[src/rtl/multicycle_controller.sv]
// Multicycle RV32I control unit: Moore FSM driving datapath selects, enables and ALUControl.
// Latency: outputs are combinational from state (PCWrite also from Zero); state advances each clk.
// Backpressure: none; one state step per cycle, reset forces FETCH asynchronously.
module multicycle_controller (
    input  logic       clk,
    input  logic       reset,
    input  logic [6:0] op,
    input  logic [2:0] funct3,
    input  logic       funct7b5,
    input  logic       Zero,
    output logic       PCWrite,
    output logic       AdrSrc,
    output logic       MemWrite,
    output logic       IRWrite,
    output logic [1:0] ResultSrc,
    output logic [1:0] ALUSrcA,
    output logic [1:0] ALUSrcB,
    output logic       RegWrite,
    output logic [1:0] ImmSrc,
    output logic [2:0] ALUControl
);

    localparam logic [3:0] FETCH    = 4'd0;
    localparam logic [3:0] DECODE   = 4'd1;
    localparam logic [3:0] MEMADR   = 4'd2;
    localparam logic [3:0] MEMREAD  = 4'd3;
    localparam logic [3:0] MEMWB    = 4'd4;
    localparam logic [3:0] MEMWRITE = 4'd5;
    localparam logic [3:0] EXECR    = 4'd6;
    localparam logic [3:0] ALUWB    = 4'd7;
    localparam logic [3:0] EXECI    = 4'd8;
    localparam logic [3:0] JAL      = 4'd9;
    localparam logic [3:0] BEQ      = 4'd10;

    localparam logic [6:0] OP_LW    = 7'b0000011;
    localparam logic [6:0] OP_SW    = 7'b0100011;
    localparam logic [6:0] OP_RTYPE = 7'b0110011;
    localparam logic [6:0] OP_ITYPE = 7'b0010011;
    localparam logic [6:0] OP_JAL   = 7'b1101111;
    localparam logic [6:0] OP_BEQ   = 7'b1100011;

    logic [3:0] state;
    logic [3:0] next_state;
    logic [1:0] alu_op;
    logic       branch;
    logic       pc_update;

    always_ff @(posedge clk or posedge reset) begin
        if (reset)
            state <= FETCH;
        else
            state <= next_state;
    end

    always_comb begin
        next_state = FETCH;
        case (state)
            FETCH:    next_state = DECODE;
            DECODE: begin
                case (op)
                    OP_LW, OP_SW: next_state = MEMADR;
                    OP_RTYPE:     next_state = EXECR;
                    OP_ITYPE:     next_state = EXECI;
                    OP_JAL:       next_state = JAL;
                    OP_BEQ:       next_state = BEQ;
                    // Illegal opcodes are skipped; PC already advanced in FETCH.
                    default:      next_state = FETCH;
                endcase
            end
            MEMADR:   next_state = (op == OP_LW) ? MEMREAD : MEMWRITE;
            MEMREAD:  next_state = MEMWB;
            EXECR:    next_state = ALUWB;
            EXECI:    next_state = ALUWB;
            JAL:      next_state = ALUWB;
            MEMWB:    next_state = FETCH;
            MEMWRITE: next_state = FETCH;
            ALUWB:    next_state = FETCH;
            BEQ:      next_state = FETCH;
            default:  next_state = FETCH;
        endcase
    end

    always_comb begin
        AdrSrc    = 1'b0;
        MemWrite  = 1'b0;
        IRWrite   = 1'b0;
        ResultSrc = 2'b00;
        ALUSrcA   = 2'b00;
        ALUSrcB   = 2'b00;
        RegWrite  = 1'b0;
        alu_op    = 2'b00;
        branch    = 1'b0;
        pc_update = 1'b0;
        case (state)
            FETCH: begin
                IRWrite   = 1'b1;
                ALUSrcB   = 2'b10;
                ResultSrc = 2'b10;
                pc_update = 1'b1;
            end
            // Branch/jump target is precomputed here and held in ALUOut.
            DECODE: begin
                ALUSrcA = 2'b01;
                ALUSrcB = 2'b01;
            end
            MEMADR: begin
                ALUSrcA = 2'b10;
                ALUSrcB = 2'b01;
            end
            MEMREAD: begin
                AdrSrc = 1'b1;
            end
            MEMWB: begin
                ResultSrc = 2'b01;
                RegWrite  = 1'b1;
            end
            MEMWRITE: begin
                AdrSrc   = 1'b1;
                MemWrite = 1'b1;
            end
            EXECR: begin
                ALUSrcA = 2'b10;
                alu_op  = 2'b10;
            end
            EXECI: begin
                ALUSrcA = 2'b10;
                ALUSrcB = 2'b01;
                alu_op  = 2'b10;
            end
            ALUWB: begin
                RegWrite = 1'b1;
            end
            JAL: begin
                ALUSrcA   = 2'b01;
                ALUSrcB   = 2'b10;
                pc_update = 1'b1;
            end
            BEQ: begin
                ALUSrcA = 2'b10;
                alu_op  = 2'b01;
                branch  = 1'b1;
            end
            default: begin
                RegWrite = 1'b0;
            end
        endcase
    end

    assign PCWrite = (branch & Zero) | pc_update;

    always_comb begin
        ALUControl = 3'b000;
        case (alu_op)
            2'b00: ALUControl = 3'b000;
            2'b01: ALUControl = 3'b001;
            2'b10: begin
                case (funct3)
                    // Only R-type with funct7b5 subtracts; addi ignores bit 30.
                    3'b000:  ALUControl = ({op[5], funct7b5} == 2'b11) ? 3'b001 : 3'b000;
                    3'b010:  ALUControl = 3'b101;
                    3'b110:  ALUControl = 3'b010;
                    3'b111:  ALUControl = 3'b011;
                    default: ALUControl = 3'b000;
                endcase
            end
            default: ALUControl = 3'b000;
        endcase
    end

    always_comb begin
        ImmSrc = 2'b00;
        case (op)
            OP_LW, OP_ITYPE: ImmSrc = 2'b00;
            OP_SW:           ImmSrc = 2'b01;
            OP_BEQ:          ImmSrc = 2'b10;
            OP_JAL:          ImmSrc = 2'b11;
            default:         ImmSrc = 2'b00;
        endcase
    end

endmodule

[config.mk]
export PLATFORM = sky130hd
export DESIGN_NAME = multicycle_controller
export DESIGN_NICKNAME = d
export VERILOG_FILES = /design/src/rtl/multicycle_controller.sv
export SDC_FILE = /design/constraint.sdc
export NUM_CORES = 1
export LEC_CHECK = 0
export ABC_AREA = 1
export CORE_MARGIN = 1
export CORE_UTILIZATION = 37
export CTS_CLUSTER_DIAMETER = 150
export DETAILED_ROUTE_END_ITERATION = 10
export PLACE_DENSITY_LB_ADDON = 0.1
export SLEW_MARGIN = 15
export SYNTH_ARGS = -nofsm -noshare
export SYNTH_HDL_FRONTEND = slang
export SYNTH_SLANG_ARGS = --single-unit
[constraint.sdc]
create_clock -name clk -period 2.2 [get_ports clk]
set_clock_uncertainty 0.1 [all_clocks]
set_input_delay 0.44 -clock clk [delete_from_list [all_inputs] [get_ports clk]]
set_output_delay 0.44 -clock clk [all_outputs]
set_load 0.01 [all_outputs]
# After elaboration in Yosys (flattened, before gate mapping)

Index checks and enable logic that the tools add are counted.

Equality and inequality tests: 22
Reductions and logical operators: 11
Multiplexer cells: 17
Bitwise operators: 2

Operator list:

| operator           | number |
|---|---|
| $pmux 4 s5         | 2 |
| $eq 4x3->1 const B | 4 |
| $pmux 2 s2         | 4 |
| $eq 7x6->1 const B | 2 |
| $eq 7x7->1 const B | 2 |
| $eq 4x4->1 const B | 3 |
| $pmux 3 s4         | 1 |
| $reduce_or 2->1    | 6 |
| $eq 4x2->1 const B | 2 |
| $eq 7x2->1 const B | 1 |
| $eq 7x5->1 const B | 1 |
| $mux 1             | 7 |
| $eq 3x3->1 const B | 2 |
| $pmux 2 s3         | 1 |
| $pmux 3 s2         | 1 |
| $reduce_or 3->1    | 2 |
| $eq 2x2->1 const B | 2 |
| $eq 4x1->1 const B | 1 |
| $logic_not 4->1    | 1 |
| $reduce_or 4->1    | 1 |
| $eq 3x2->1 const B | 1 |
| $logic_not 3->1    | 1 |
| $mux 3             | 1 |
| $eq 2x1->1 const B | 1 |
| 2 further kinds    | 2 |

Logic and storage cells: 53
Bits of input ports: 14
Register bits: 4
Output and inout port bits: 16

# Logic depth before layout (Yosys ltp)

Word-level depth: 5
Depth in mapped cells: 10
Mapped depth without buffers: 10

# Worst setup path before layout

No wires, ideal clock.

Path kind: reg2out
Start: register state[0]
End: output port ALUControl[2]
Cell stages (with the launch flop): 7
Slack: 0.290 ns
Path buffers: 0
Data required time: 1.660 ns
Arrival: 1.370 ns
Cells stage by stage: dfrtp_1 -> nor2_1 -> nand2_2 -> nand2_2 -> inv_1 -> ha_1 -> nor3_1

Word-level cells in the longest chain between the ends: 5
Elaborated cells on any way between the ends: 8
Those cells by class: eq/ne: 5; mux: 2; reduce/logical: 1

RTL lines:

| element                                  | RTL line | text |
|---|---|---|
| start, declared                          | 42       | `logic [3:0] state;` |
| start signal, assigned                   | 52       | `state <= next_state;` |
| $eq 4x4->1 or $eq 4x3->1 (tied branches) | 94       | `case (state)` |
| $reduce_or 2->1 (no line)                | n/a      |  |
| $pmux 2 s2 (*)                           | 94       |  |
| $eq 2x2->1 or $eq 2x1->1 (tied branches) | 153      | `case (alu_op)` |
| $pmux 3 s2 (*)                           | 153      |  |
| end, declared                            | 20       | `output logic [2:0] ALUControl` |

Every way passes the cells marked *; elsewhere a longest branch is shown, timed or not.

# Worst setup path after layout

Start: register state[3]
End: output port ALUControl[0]

Same word-level chain as after synthesis.

==> flow_summary.toml <==
[timing]
fmaxAchievable_mhz = 448
final_max_slew_viol_count = 0
relSlewSlack_pct = 85.2
timing.final.ws_setup_ns = -0.0314
grt_setup_unrepaired = "yes"
setup_viol = 1
worst_pin_slew_ns = 0.221
fin_crit_ns = 2.23
post-route-period-util_pct = 101
hold_viol = 0
fin_tns_setup_ns = -0.0314

[logic_synthesis]
syn_inst = 106
synth_compound_area_share_pct = 5.66
yosys.area_share.adder_pct = 4.52
synth_nets = 122
ys.flop_type = "dfrtp_1"
yosys-mux-area-fraction_pct = 0
synth_edf_count = 0
yosys.area_share.simple_pct = 54.1
synth_xor_area_share_pct = 0
synth_top_family_by_area = "simple AND/OR/NAND/NOR gates"
synth.top_cells.by_area = "nand2_1 18%, dfrtp_1 18%, inv_1 16%, nor2_1 14%, nand3_1 11%"
yosysSeqAreaShare_pct = 18.1
ys_warn_count = 0
synth_cell_types = 15
avgSynthCellArea_um2 = 5.22
ys_ff_latch = 4
synth_commonest_cells = "27 x nand2_1, 24 x inv_1, 20 x nor2_1"
ys_async_sr_fraction_pct = 100
yosysMostFrequentCell = "nand2_1"
synth_area_um2 = 553
synth_top_cell_by_area = "nand2_1"
synth_top_area_share_pct = 18.3

[drt]
wirelength_um = 2250
detail_route.first_pass.iterations = 4
drt-wirelength-per-cell_um = 12.8
wl_met1_um = 848
drtAntennaViolNets = 0
drtIter0Drc = 18
remaining_drc_errors = 0
top_layer_used = "met4"
viasPerCell = 5.02
vias = 884
wl_met2_um = 1270
met3_length_um = 94

[worst_setup_path]
worst-path-buf-inv = 3
end_kind = "output pin"
path_class = "register to output pin"
crit_family = "flip-flops"
cp_common_cell = "inv_2"
cp.required_ns = 1.66
path_cells = "inv_2, nor2_4, nand2_2, nand2_4, ha_4, inv_2, a21oi_2, nand3_1, a21oi_1, buf_2"
r2r_slack_ns = 0.70
startpoint_type = "register"
startpoint = "state[3]$_DFF_PP0_"
max_stage_delay_ns = 0.41
ff2ff_path_depth = 8
r2r_start = "state[3]$_DFF_PP0_"
arrival_ns = 1.69
path_depth = 10
cp_slowest_cell = "dfrtp_2"
crit_end = "ALUControl[0]"
r2r-end = "state[0]$_DFF_PP0_"
crit_path_max_fanout = 3

[grt]
grt_antenna_before_repair = 0
grt_pass1_wl_um = 2650
grtUsageTotal_pct = 23.9
grt_max_degree = 5
grt_pass1_vias = 715
grt.overflow.total = 0

[clock_network]
cts_max_level = 1
cts_buffer_depth = 2
cts_buffers = 3
cts.clk_slew.worst_paths_ns = 0.04
worstSkewPairLatency_ns = 0.23
cts_tree = "yes"
cts-root-buf = "clkbuf_4"
cts_sinks = 4
postCtsHoldBufs = 0

[finish]
largest_reg_flops = 4
final_cells = 176
top_register = "state"
area_growth_pct = 112
drive_gt1_share_pct = 37.9
layout.nets = 179
reg_top3 = "state (4)"
antenna_cells = 0

[floorplanning]
die_h_um = 40.7
coreArea_um2 = 1350
rows = 13
chipWidth_um = 40.7
ios = 30
start_util_pct = 41.0
dieArea_um2 = 1650

[flow_run]
maxCapViolCount = 0

[power]
p_per_area_nw_per_um2 = 571
cellLeakagePower_nw = 0.689
peakVddDrop_v = 0.000524

[place]
dp.cells = 167
io_buffers = 29
hpwl_um = 1420
place_congestion = 0.817

[outcome]
outcome = "finished with violations"
violations = "setup timing"

[hold_path]
hold_path_class = "input pin to async pin"
## placed cells by master, fill, tap and decap left out
cell type,synthesis,routed
a21oi_1,3,2
nand4_1,1,1
clkbuf_4,0,3
a21oi_2,0,1
buf_6,0,2
nor2_2,3,3
nand3_1,12,12
buf_4,1,22
inv_1,24,19
nor2_1,20,13
o22ai_1,1,1
dlymetal6s2s_1,0,6
buf_2,0,4
nor3_2,0,2
nand2_4,0,2
nor2_4,0,7
ha_4,0,2
nand2_1,27,22
nand2_2,2,5
nand3b_1,2,2
dlygate4sd2_1,0,6
dfrtp_1,4,1
clkdlybuf4s50_1,0,13
inv_2,0,5
dfrtp_2,0,3
o21ai_0,2,2
## layout make-up
type | instances | area, um2
sequential | 4 | 104
timing repair buffer | 53 | 465
clock buffer | 3 | 22.5
tap | 15 | 18.8
inverter | 24 | 90.1
multi-input combinational | 77 | 469
fill | 68 | 180
## where the power goes
group | internal, W | switching (W)
Clock | 0.0000608 | 0.0000266
Combinational | 0.000231 | 0.000236
Sequential | 0.0000899 | 0.0000226
Total | 0.000382 | 0.000286
## timing repair
action                     CTS  global route
setup endpoints to repair   13            11
gates resized for setup     30            35
pin swaps                    5             9
setup buffers                5             1
cloned                       0             0
## cells by family after synthesis
group                      count (synthesis)
DFF                                        4
adders and majority gates                  2
and+or+nand+nor                           69
buffers and inverters                     25
AOI/OAI and AO/OA                          6
## layer usage
| metal | vias up | track usage (%) |
|---|---|---|
| li1 | 436 | - |
| met1 | 411 | 24.0 |
| met2 | 33 | 51.2 |
| met3 | 4 | 1.63 |
| met4 | 0 | 5.00 |
| met5 | - | 0 |
## how the worst min path moves through the flow
stage / end / from
CTS: state[0]$_DFF_PP0_ / reset
floorplan: state[0]$_DFF_PP0_ / reset
global placement: state[3]$_DFF_PP0_ / reset
detailed placement: state[2]$_DFF_PP0_ / reset
global route: state[2]$_DFF_PP0_ / reset
finish: state[1]$_DFF_PP0_ / reset
## metrics by stage
step	total power (W)	utilization, %	hold WS [ns]	setup slack [ns]	cell area, um2
2_1_floorplan	0.000291	-	0.106	0.290	553
3_3_place_gp	0.000515	73.3	0.529	-0.305	990
3_5_place_dp	0.000528	73.3	0.529	-0.365	990
4_1_cts	0.000632	78.1	0.286	-0.00534	1050
5_1_grt	0.000720	86.7	0.308	-0.126	1170
6_report	0.000668	86.7	0.287	-0.0314	1170
Power figures use the tool's default switching activity.
